==> src/rtl/vga_timing_gen.sv <==
// VGA raster timing generator: divided pixel clock, raster counters, registered sync/DE/RGB.
// Define VGA_TEST_PATTERN_EN to replace iColor with an internal 8-bar colour pattern.
module vga_timing_gen #(
    parameter int unsigned H_VISIBLE  = 640,
    parameter int unsigned H_FRONT    = 16,
    parameter int unsigned H_SYNC     = 96,
    parameter int unsigned H_BACK     = 48,
    parameter int unsigned V_VISIBLE  = 480,
    parameter int unsigned V_FRONT    = 10,
    parameter int unsigned V_SYNC     = 2,
    parameter int unsigned V_BACK     = 33,
    parameter int unsigned CLK_DIV    = 2,
    parameter bit          H_SYNC_POL = 1'b0,
    parameter bit          V_SYNC_POL = 1'b0,
    parameter int unsigned COORD_W    = 10
) (
    input  logic               Clock,
    input  logic               Reset,
    input  logic [2:0]         iColor,
    output logic [COORD_W-1:0] oColumn,
    output logic [COORD_W-1:0] oRow,
    output logic               oPixelTick,
    output logic               oFrameStart,
    output logic               oDisplayEnable,
    output logic               oHsync,
    output logic               oVsync,
    output logic               oRed,
    output logic               oGreen,
    output logic               oBlue
);

    localparam int unsigned H_TOTAL = H_VISIBLE + H_FRONT + H_SYNC + H_BACK;
    localparam int unsigned V_TOTAL = V_VISIBLE + V_FRONT + V_SYNC + V_BACK;
    localparam int unsigned DIV_W   = (CLK_DIV > 1) ? $clog2(CLK_DIV) : 1;

    localparam logic [DIV_W-1:0]   DIV_LAST     = DIV_W'(CLK_DIV - 1);
    localparam logic [COORD_W-1:0] H_LAST       = COORD_W'(H_TOTAL - 1);
    localparam logic [COORD_W-1:0] H_VIS        = COORD_W'(H_VISIBLE);
    localparam logic [COORD_W-1:0] H_SYNC_START = COORD_W'(H_VISIBLE + H_FRONT);
    localparam logic [COORD_W-1:0] H_SYNC_END   = COORD_W'(H_VISIBLE + H_FRONT + H_SYNC);
    localparam logic [COORD_W-1:0] V_LAST       = COORD_W'(V_TOTAL - 1);
    localparam logic [COORD_W-1:0] V_VIS        = COORD_W'(V_VISIBLE);
    localparam logic [COORD_W-1:0] V_SYNC_START = COORD_W'(V_VISIBLE + V_FRONT);
    localparam logic [COORD_W-1:0] V_SYNC_END   = COORD_W'(V_VISIBLE + V_FRONT + V_SYNC);

    logic [DIV_W-1:0]   div_q, div_d;
    logic [COORD_W-1:0] col_q, col_d;
    logic [COORD_W-1:0] row_q, row_d;
    logic               tick_q, frame_start_q;
    logic               de_q, de_d;
    logic               hsync_q, hsync_d;
    logic               vsync_q, vsync_d;
    logic [2:0]         rgb_q, rgb_d;

    logic               tick;
    logic               visible;
    logic               h_active;
    logic               v_active;
    logic               frame_wrap;
    logic [2:0]         pix_color;

`ifdef VGA_TEST_PATTERN_EN
    localparam int unsigned        BAR_W    = (H_VISIBLE / 8 > 0) ? H_VISIBLE / 8 : 1;
    localparam logic [COORD_W-1:0] BAR_LAST = COORD_W'(BAR_W - 1);

    logic [COORD_W-1:0] bar_cnt_q, bar_cnt_d;
    logic [2:0]         bar_q, bar_d;
    logic               unused_color;

    assign unused_color = ^iColor;

    // Bar index tracks the request column so it lines up with the coordinate being coloured.
    always_comb begin
        bar_cnt_d = bar_cnt_q;
        bar_d     = bar_q;
        if (tick) begin
            if (col_q == H_LAST) begin
                bar_cnt_d = '0;
                bar_d     = '0;
            end else if (bar_cnt_q == BAR_LAST) begin
                bar_cnt_d = '0;
                bar_d     = bar_q + 3'd1;
            end else begin
                bar_cnt_d = bar_cnt_q + 1'b1;
            end
        end
    end

    always_ff @(posedge Clock) begin
        if (Reset) begin
            bar_cnt_q <= '0;
            bar_q     <= '0;
        end else begin
            bar_cnt_q <= bar_cnt_d;
            bar_q     <= bar_d;
        end
    end

    assign pix_color = bar_q;
`else
    assign pix_color = iColor;
`endif

    always_comb begin
        tick       = (div_q == DIV_LAST);
        visible    = (col_q < H_VIS) && (row_q < V_VIS);
        h_active   = (col_q >= H_SYNC_START) && (col_q < H_SYNC_END);
        v_active   = (row_q >= V_SYNC_START) && (row_q < V_SYNC_END);
        frame_wrap = (col_q == H_LAST) && (row_q == V_LAST);

        div_d   = tick ? '0 : div_q + 1'b1;
        col_d   = col_q;
        row_d   = row_q;
        de_d    = de_q;
        hsync_d = hsync_q;
        vsync_d = vsync_q;
        rgb_d   = rgb_q;

        if (tick) begin
            if (col_q == H_LAST) begin
                col_d = '0;
                row_d = (row_q == V_LAST) ? '0 : row_q + 1'b1;
            end else begin
                col_d = col_q + 1'b1;
            end
            // Pipeline stage: outputs describe the pixel the counters are leaving.
            de_d    = visible;
            hsync_d = h_active ? H_SYNC_POL : ~H_SYNC_POL;
            vsync_d = v_active ? V_SYNC_POL : ~V_SYNC_POL;
            rgb_d   = visible ? pix_color : 3'b000;
        end
    end

    always_ff @(posedge Clock) begin
        if (Reset) begin
            div_q         <= '0;
            col_q         <= '0;
            row_q         <= '0;
            tick_q        <= 1'b0;
            frame_start_q <= 1'b0;
            de_q          <= 1'b0;
            hsync_q       <= ~H_SYNC_POL;
            vsync_q       <= ~V_SYNC_POL;
            rgb_q         <= 3'b000;
        end else begin
            div_q         <= div_d;
            col_q         <= col_d;
            row_q         <= row_d;
            tick_q        <= tick;
            frame_start_q <= tick && frame_wrap;
            de_q          <= de_d;
            hsync_q       <= hsync_d;
            vsync_q       <= vsync_d;
            rgb_q         <= rgb_d;
        end
    end

    assign oColumn        = col_q;
    assign oRow           = row_q;
    assign oPixelTick     = tick_q;
    assign oFrameStart    = frame_start_q;
    assign oDisplayEnable = de_q;
    assign oHsync         = hsync_q;
    assign oVsync         = vsync_q;
    assign oRed           = rgb_q[2];
    assign oGreen         = rgb_q[1];
    assign oBlue          = rgb_q[0];

endmodule

==> config.mk <==
export PLATFORM = sky130hd
export DESIGN_NAME = vga_timing_gen
export DESIGN_NICKNAME = d
export VERILOG_FILES = /design/src/rtl/vga_timing_gen.sv
export SDC_FILE = /design/constraint.sdc
export NUM_CORES = 1
export LEC_CHECK = 0
export CAP_MARGIN = 20
export CORE_MARGIN = 3
export CORE_UTILIZATION = 45
export CTS_BUF_LIST = sky130_fd_sc_hd__clkbuf_8
export CTS_CLUSTER_SIZE = 40
export DETAILED_ROUTE_END_ITERATION = 12
export PLACE_DENSITY = 0.77
export SLEW_MARGIN = 25
export SYNTH_ARGS = -nofsm -noshare
export SYNTH_HDL_FRONTEND = slang
export SYNTH_SLANG_ARGS = --single-unit
==> constraint.sdc <==
create_clock -name Clock -period 1.6 [get_ports Clock]
set_input_delay 0.16 -clock Clock [delete_from_list [all_inputs] [get_ports Clock]]
set_output_delay 0.16 -clock Clock [all_outputs]
set_load 0.005 [all_outputs]
# [Word level (Yosys, flattened, before mapping)]
# Cells that the tools add are included.
[op_classes] addsub=3 n_eq_ne=2 reduce_logical=7 mux=5 n_lt_le_gt_ge=6
[ops] cell="$add 10x1->10 const B" count=2
[ops] cell="$eq 10x10->1 const B" count=2
[ops] cell="$lt 10x10->1 const B" count=2
[ops] cell="$lt 10x9->1 const B" count=2
[ops] cell="$mux 10" count=2
[ops] cell="$ge 10x10->1 const B" count=1
[ops] cell="$ge 10x9->1 const B" count=1
[ops] cell="$logic_and 1x1->1" count=5
[ops] cell="$mux 3" count=1
[ops] cell="$mux 1" count=2
[ops] cell="$reduce_and 2->1" count=1
[ops] cell="$reduce_or 2->1" count=1
[ops] cell="$add 1x1->1 const B" count=1
[totals] elab_cells=32 output_inout_bits=28 input_bits=5 reg_bits=29

# [Logic depth before layout (Yosys ltp)]
# Gate-level depths: netlist of the first run.
[depth] depth_word=3 depth_mapped=6 ltp_nobuf=6

# [Worst setup path before layout of the first run]
# Ideal clock, no wire load.
[synth_path] path_kind="register -> register" from="reg col_q[1] (netlist: oColumn[1])" to="reg row_q[6] (netlist: oRow[6])" slack_ns=-0.252 required_ns=1.530 t_arrival_ns=1.782 setup_time_ns=0.070 n_path_buf=0 stages_incl_launch_ff=6 period_less_slack_ns=1.852 cell_sequence="dfxtp_1 > ha_1 > nand3b_1 > or4_4 > or4_1 > a21oi_1"
[synth_via] elab_chain_len=2
[synth_lines] item="from (decl)" line_no="47" text="logic [COORD_W-1:0] col_q, col_d;"
[synth_lines] item="from (signal assigned)" line_no="147" text="col_q <= col_d;"
[synth_lines] item="$eq 10x10->1" line_no="120" text="if (col_q == H_LAST) begin"
[synth_lines] item="$reduce_and 2->1 (no line)"
[synth_lines] item="to (signal assigned)" line_no="148" text="row_q <= row_d;"
[synth_lines] item="to (decl)" line_no="48" text="logic [COORD_W-1:0] row_q, row_d;"
# Every way passes these cells.
# A chain may end at the register's enable or synchronous reset.

# [Final worst setup path of the first run]
[layout_path] from="reg col_q[5] (netlist: oColumn[5])" to="reg row_q[8] (netlist: oRow[8])"
# Same word-level chain as after synthesis.

==> flow_summary_export.csv, run 1 <==
group,metric,value,unit
floorplanning,fp-row-count,19,
grt,grt-ovfl-total,0,
detailed_routing,wire_per_inst,15.2,microns
cells_and_area,syn_to_final_growth,51.7,%
timing,setup_violations,7,
synth,syn_area,0.00133,sq mm
floorplanning,dieArea,0.00363,sq mm
timing,slew_viol_final,0,
placement,gp_congestion,0.879,
cells_and_area,diodes,0,
floorplanning,ioPinCount,33,
grt,grt_util_all_layers,0.213,
worst_hold_path,hp-class,"flop to flop",
run_status,violations,"setup timing",
clocking,cts.clk_slew.worst_paths,70,ps
setup_path,rrSetupSlack,-120,ps
setup_path,path_max_fanout,7,
cells_and_area,layout_common_cells,"32 x clkdlybuf4s50_1, 24 x buf_4, 22 x dfxtp_1",
floorplanning,initial_core_util,0.477,
setup_path,end_kind,"flop",
setup_path,r2r-start,"oColumn[5]",
synth,synth.distinct_cells,35,
synth,synth_top_area_frac,0.438,
setup_path,cp-start-kind,"flop",
setup_path,crit_type,"flop to flop",
run_status,status,"finished with violations",
setup_path,crit_slowest_cell,"or4_4",
synth,syn_nets,160,
worst_hold_path,min_path_cells,1,
flow_run,cap_violations,0,
timing,fin_skew,9.29,ps
setup_path,crit_family,"simple AND/OR/NAND/NOR gates",
synth,yosys.area.top_type,"dfxtp_1",
setup_path,r2r_cells,5,
pwr,leakagePower,0.754,nW
timing,period_share,1.07,
synth,avgSynthCellArea,8.78,sq um
pwr,p_per_area,708,mW/mm^2
synth,yosys_warnings,0,
placement,post-place-ws,-201,ps
clocking,holdBufCountCts,0,
detailed_routing,wl,3700,microns
worst_hold_path,whs_endpoint,"oDisplayEnable",
placement,port_buffers,32,
timing,fin_ws,-119,ps
timing,rsz0062_at_grt,"true",
floorplanning,fp.dieH,60.3,microns
pwr,total_power,1.42,mW
synth,ys_seq_area_frac,0.438,
clocking,clockRootBuffer,"clkbuf_8",
timing,tightestPinTransition,358,ps
detailed_routing,drt_first_pass_iters,4,
detailed_routing,drtIter0Drc,82,
cells_and_area,layout_commonest_cell,"clkdlybuf4s50_1",
floorplanning,core_area,0.00278,sq mm
worst_hold_path,holdCritStartpoint,"oDisplayEnable",
timing,slew-limit-headroom,0.759,
setup_path,cp_cell_sequence,"nand4b_4 > or4_4 > buf_4 > o31ai_1 > a21oi_2",
pwr,peakVddDrop,0.797,mV
setup_path,r2r_end,"oRow[8]",
cells_and_area,drive_gt1_frac,0.235,
cells_and_area,multi_input_comb_area,758,sq um
synth,netlist_instances,151,
grt,antenna_found_initial,0,
detailed_routing,via_count,1389,
setup_path,worst-path-buf-inv,1,
floorplanning,die_w,60.3,microns
cells_and_area,area.sequential,594,sq um
synth,synth_area_leaders,"dfxtp_1 44%, a21oi_1 4.2%, xnor2_1 4.0%",
clocking,tritoncts,"yes",
clocking,cts_max_level,2,
setup_path,arrival,1890,ps
timing,min_period,1720,ps
grt,grt_pass1_wl,5750,microns
synth,synth_seq_cells,29,
detailed_routing,drtAntennaViolNets,0,
setup_path,cp.required,1770,ps
cells_and_area,fillers,214,
grt,grt_max_degree,10,
clocking,insertion_delay,280,ps
setup_path,crit_path_max_incr_delay,550,ps
timing,hold_viol_final,0,
clocking,cts_sinks,29,
timing,fmax,582,MHz
detailed_routing,drc_errors,0,
grt,grt_pass1_vias,1342,
detailed_routing,viasPerCell,5.69,
clocking,clockBufferDepth,2,
cells_and_area,nets,221,
clocking,numCtsBuffers,5,
timing,whs,457,ps
placement,dp_hpwl,2460,microns
[how the worst max path moves through the flow]
stage | cells past startpoint | slack, ps | endpoint | startpoint
2_1_floorplan | 6 | -130 | oColumn[2] | oColumn[1]
3_3_place_gp | 5 | -150 | oRow[8] | oColumn[1]
3_5_place_dp | 5 | -200 | oRow[6] | oColumn[1]
4_1_cts | 4 | -80 | oRow[6] | oColumn[5]
5_1_grt | 6 | -200 | oRow[8] | oColumn[1]
6_report | 5 | -120 | oRow[8] | oColumn[5]
[kinds of logic (layout without fill, tap and decap cells)]
group / after synthesis / count (layout) / share of synthesized area
adders and majority gates: 4 / 4 / 0.0377
xor gates and xnor gates: 9 / 9 / 0.0594
and+or+nand+nor: 67 / 68 / 0.290
AOI/OAI and AO/OA: 28 / 29 / 0.132
DFF: 29 / 29 / 0.438
buffers and inverters: 14 / 74 / 0.0434
[final cells by class]
class | count | share of cell area
multi-input combinational | 110 | 0.377
sequential | 29 | 0.295
timing repair buffer | 56 | 0.249
clock buffer | 5 | 0.0342
tap | 31 | 0.0193
inverter | 10 | 0.0187
clock inverter | 3 | 0.00684
[synth_stat cells, drive strengths merged]
library cell,n
dfxtp,29
nor2,12
a21oi,11
nand2,11
inv,10
nand3,8
nand4,6
nor3,6
o21ai,6
xnor2,6
or3,5
ha,4
a22o,3
nor4b,3
or4,3
xor2,3
a31oi,2
and2,2
buf,2
clkbuf,2
nand2b,2
nand3b,2
nand4b,2
nor4,2
o31ai,2
a211o,1
a21o,1
a31o,1
and3,1
and4,1
o21bai,1
or2,1
[through the flow]
step           area, sq um  cells  TNS, ps  utilization
6_report              2010    244     -372        0.723
3_3_place_gp          1860    230     -556        0.668
5_1_grt               2010    244    -1390        0.723
4_1_cts               1960    240     -197        0.704
2_1_floorplan         1380    151    -1720            -
3_5_place_dp          1860    230     -941        0.668
[routing by layer]
layer | track usage | share of wire
met1 | 0.264 | 0.43
met4 | 0.127 | 0.023
met5 | 0 | 0
met2 | 0.332 | 0.50
met3 | 0.0518 | 0.047
[where the power goes]
part,switching [mW],total [mW],leakage (nW),internal (mW)
logic,0.0462,0.108,0.466,0.0614
clock network,0.276,0.570,0.0491,0.294
registers,0.0101,0.746,0.239,0.736
total,0.332,1.42,0.754,1.09
[what timing repair did]
item | in CTS | in global routing
cloned | 1 | 1
pin swaps | 4 | 3
endpoints found under the setup margin | 9 | 19
resized for setup | 1 | 6
setup buffers | 1 | 3
(Power assumes the default switching activity.)
==> run 2: changes to the inputs <==
--- a/config.mk
+++ b/config.mk
@@ -12,6 +12,7 @@
 export CTS_CLUSTER_SIZE = 40
 export DETAILED_ROUTE_END_ITERATION = 12
 export PLACE_DENSITY = 0.77
+export RECOVER_POWER = 100
 export SLEW_MARGIN = 25
 export SYNTH_ARGS = -nofsm -noshare
 export SYNTH_HDL_FRONTEND = slang
==> run 2 against run 1 <==
  * The run still ends with setup timing left
  * Cell count stayed put
  * Clock power hardly changed
  * Sequential power hardly changed
  * Combinational power is 5% lower
  * Worst hold slack worse by 5.2 ps
  * First-iteration DRC count is 4.9% lower
  * Die area stayed put
  * Critical path type unchanged
==> flow_summary_export.csv, run 2 (same netlist as run 1, synthesis figures left out) <==
group,metric,value,unit
timing,min_period,1720,ps
clocking,tritoncts,"yes",
setup_path,end_kind,"flop",
setup_path,rrSetupSlack,-120,ps
pwr,intPower,1.09,mW
placement,placed_area,0.00186,sq mm
pwr,peakVddDrop,0.794,mV
pwr,total_power,1.42,mW
cells_and_area,diodes,0,
setup_path,cp-start-kind,"flop",
clocking,cts.clk_slew.worst_paths,70,ps
timing,hold_viol_final,0,
clocking,clockRootBuffer,"clkbuf_8",
pwr,p_per_area,707,mW/mm^2
timing,fin_ws,-122,ps
detailed_routing,drc_errors,0,
worst_hold_path,holdCritStartpoint,"oDisplayEnable",
pwr,swShare,0.234,
detailed_routing,drtAntennaViolNets,0,
timing,slew_viol_final,0,
clocking,numCtsBuffers,5,
timing,slew-limit-headroom,0.757,
setup_path,path_max_fanout,7,
grt,grt_pass1_wl,5750,microns
floorplanning,initial_core_util,0.477,
pwr,power.share.clock,0.402,
clocking,cts_sinks,29,
detailed_routing,wire_per_inst,15.1,microns
setup_path,r2r_end,"oRow[8]",
detailed_routing,viasPerCell,5.69,
grt,grt_max_degree,10,
setup_path,cp_cell_sequence,"nand4b_4 > or4_4 > buf_4 > o31ai_1 > a21oi_2",
setup_path,r2r-start,"oColumn[5]",
timing,fin_skew,9.28,ps
placement,gp_congestion,0.879,
floorplanning,die_w,60.3,microns
grt,antenna_found_initial,0,
floorplanning,fp.dieH,60.3,microns
timing,fmax,581,MHz
pwr,combinationalPowerShare,0.073,
cells_and_area,stdcell_area,0.00201,sq mm
grt,grt_util_all_layers,0.213,
timing,setup_violations,8,
floorplanning,ioPinCount,33,
setup_path,crit_slowest_cell,"or4_4",
setup_path,cp.required,1770,ps
detailed_routing,via_count,1388,
placement,post-place-ws,-201,ps
run_status,status,"finished with violations",
pwr,seqPwrFrac,0.525,
detailed_routing,drt_first_pass_iters,4,
flow_run,cap_violations,0,
placement,dp_hpwl,2460,microns
clocking,insertion_delay,280,ps
setup_path,crit_path_max_incr_delay,550,ps
timing,period_share,1.08,
worst_hold_path,hp-class,"flop to flop",
clocking,cts_max_level,2,
detailed_routing,wl,3700,microns
cells_and_area,drive_gt1_frac,0.230,
cells_and_area,layout_commonest_cell,"buf_4",
timing,tightestPinTransition,361,ps
clocking,clockBufferDepth,2,
pwr,leakagePower,0.776,nW
worst_hold_path,min_path_cells,1,
floorplanning,core_area,0.00278,sq mm
cells_and_area,syn_to_final_growth,51.4,%
setup_path,r2r_cells,5,
floorplanning,fp-row-count,19,
pwr,p_sw,0.332,mW
detailed_routing,drtIter0Drc,78,
setup_path,crit_type,"flop to flop",
placement,port_buffers,32,
grt,grt-ovfl-total,0,
worst_hold_path,whs_endpoint,"oDisplayEnable",
floorplanning,dieArea,0.00363,sq mm
timing,rsz0062_at_grt,"true",
cells_and_area,layout_common_cells,"23 x buf_4, 22 x dfxtp_1, 20 x clkdlybuf4s50_1",
cells_and_area,nets,221,
grt,grt_pass1_vias,1342,
setup_path,arrival,1890,ps
run_status,violations,"setup timing",
run 2: cell count changes in the layout (fill, tap and decap cells not counted), sizes merged:
cell	change
dlygate4sd3	+12
clkbuf	+1
clkdlybuf4s50	-12
buf	-1
run 2: worst max path at each step:
stage	startpoint	end	slack [ps]	depth (start not counted)
CTS	oColumn[5]	oRow[6]	-80	4
floorplan	oColumn[1]	oColumn[2]	-130	6
finish	oColumn[5]	oRow[8]	-120	5
global placement	oColumn[1]	oRow[8]	-150	5
detailed placement	oColumn[1]	oRow[6]	-200	5
global route	oColumn[1]	oRow[8]	-200	6
run 2: final cells by class:
| cell class | instances | area (sq um) |
|---|---|---|
| clock inverters | 3 | 13.8 |
| inverters | 10 | 37.5 |
| well taps | 31 | 38.8 |
| multi-input cells | 110 | 758 |
| repair buffers | 56 | 497 |
| clock buffers | 5 | 68.8 |
| fillers | 216 | 773 |
| flip-flops and latches | 29 | 594 |
run 2: repair_timing:
item,4_1_cts,5_1_grt
gates resized for setup,1,6
hold endpoints to repair,0,0
setup endpoints to repair,9,19
hold buffers,0,0
cloned,1,1
pin swaps,4,3
buffers inserted,1,3
run 2: worst max-delay path, delay by kind of cell (launching register included):
family / cells / cell delay (ps)
AO/OA/AOI/OAI: 2 / 390
buffers and inverters: 1 / 170
flip-flops: 1 / 320
AND/OR/NAND/NOR: 2 / 730
run 2: layer usage:
metal  wire [microns]  vias to the layer above  global-route usage  part of all wire
li1                 -                      665                   -                 -
met1             1580                      660               0.264              0.43
met2             1840                       54               0.332              0.50
met3              182                        9              0.0518             0.049
met4               91                        0               0.127             0.025
met5                0                        -                   0                 0
run 2: stage by stage:
| stage | util | TNS (ps) | hold WS [ps] | cells |
|---|---|---|---|---|
| floorplan | - | -1720 | 293 | 151 |
| global placement | 0.668 | -556 | 437 | 230 |
| detailed placement | 0.668 | -941 | 450 | 230 |
| CTS | 0.704 | -197 | 464 | 240 |
| global route | 0.722 | -1390 | 494 | 244 |
| finish | 0.722 | -403 | 452 | 244 |
run 2: power groups by stage:
stage          combinational, mW  sequential, mW  clock (mW)
2_1_floorplan             0.0406           0.764           0
3_3_place_gp              0.0989           0.761           0
3_5_place_dp               0.102           0.762           0
4_1_cts                    0.104           0.746       0.582
5_1_grt                    0.113           0.747       0.607
6_report                   0.103           0.746       0.570
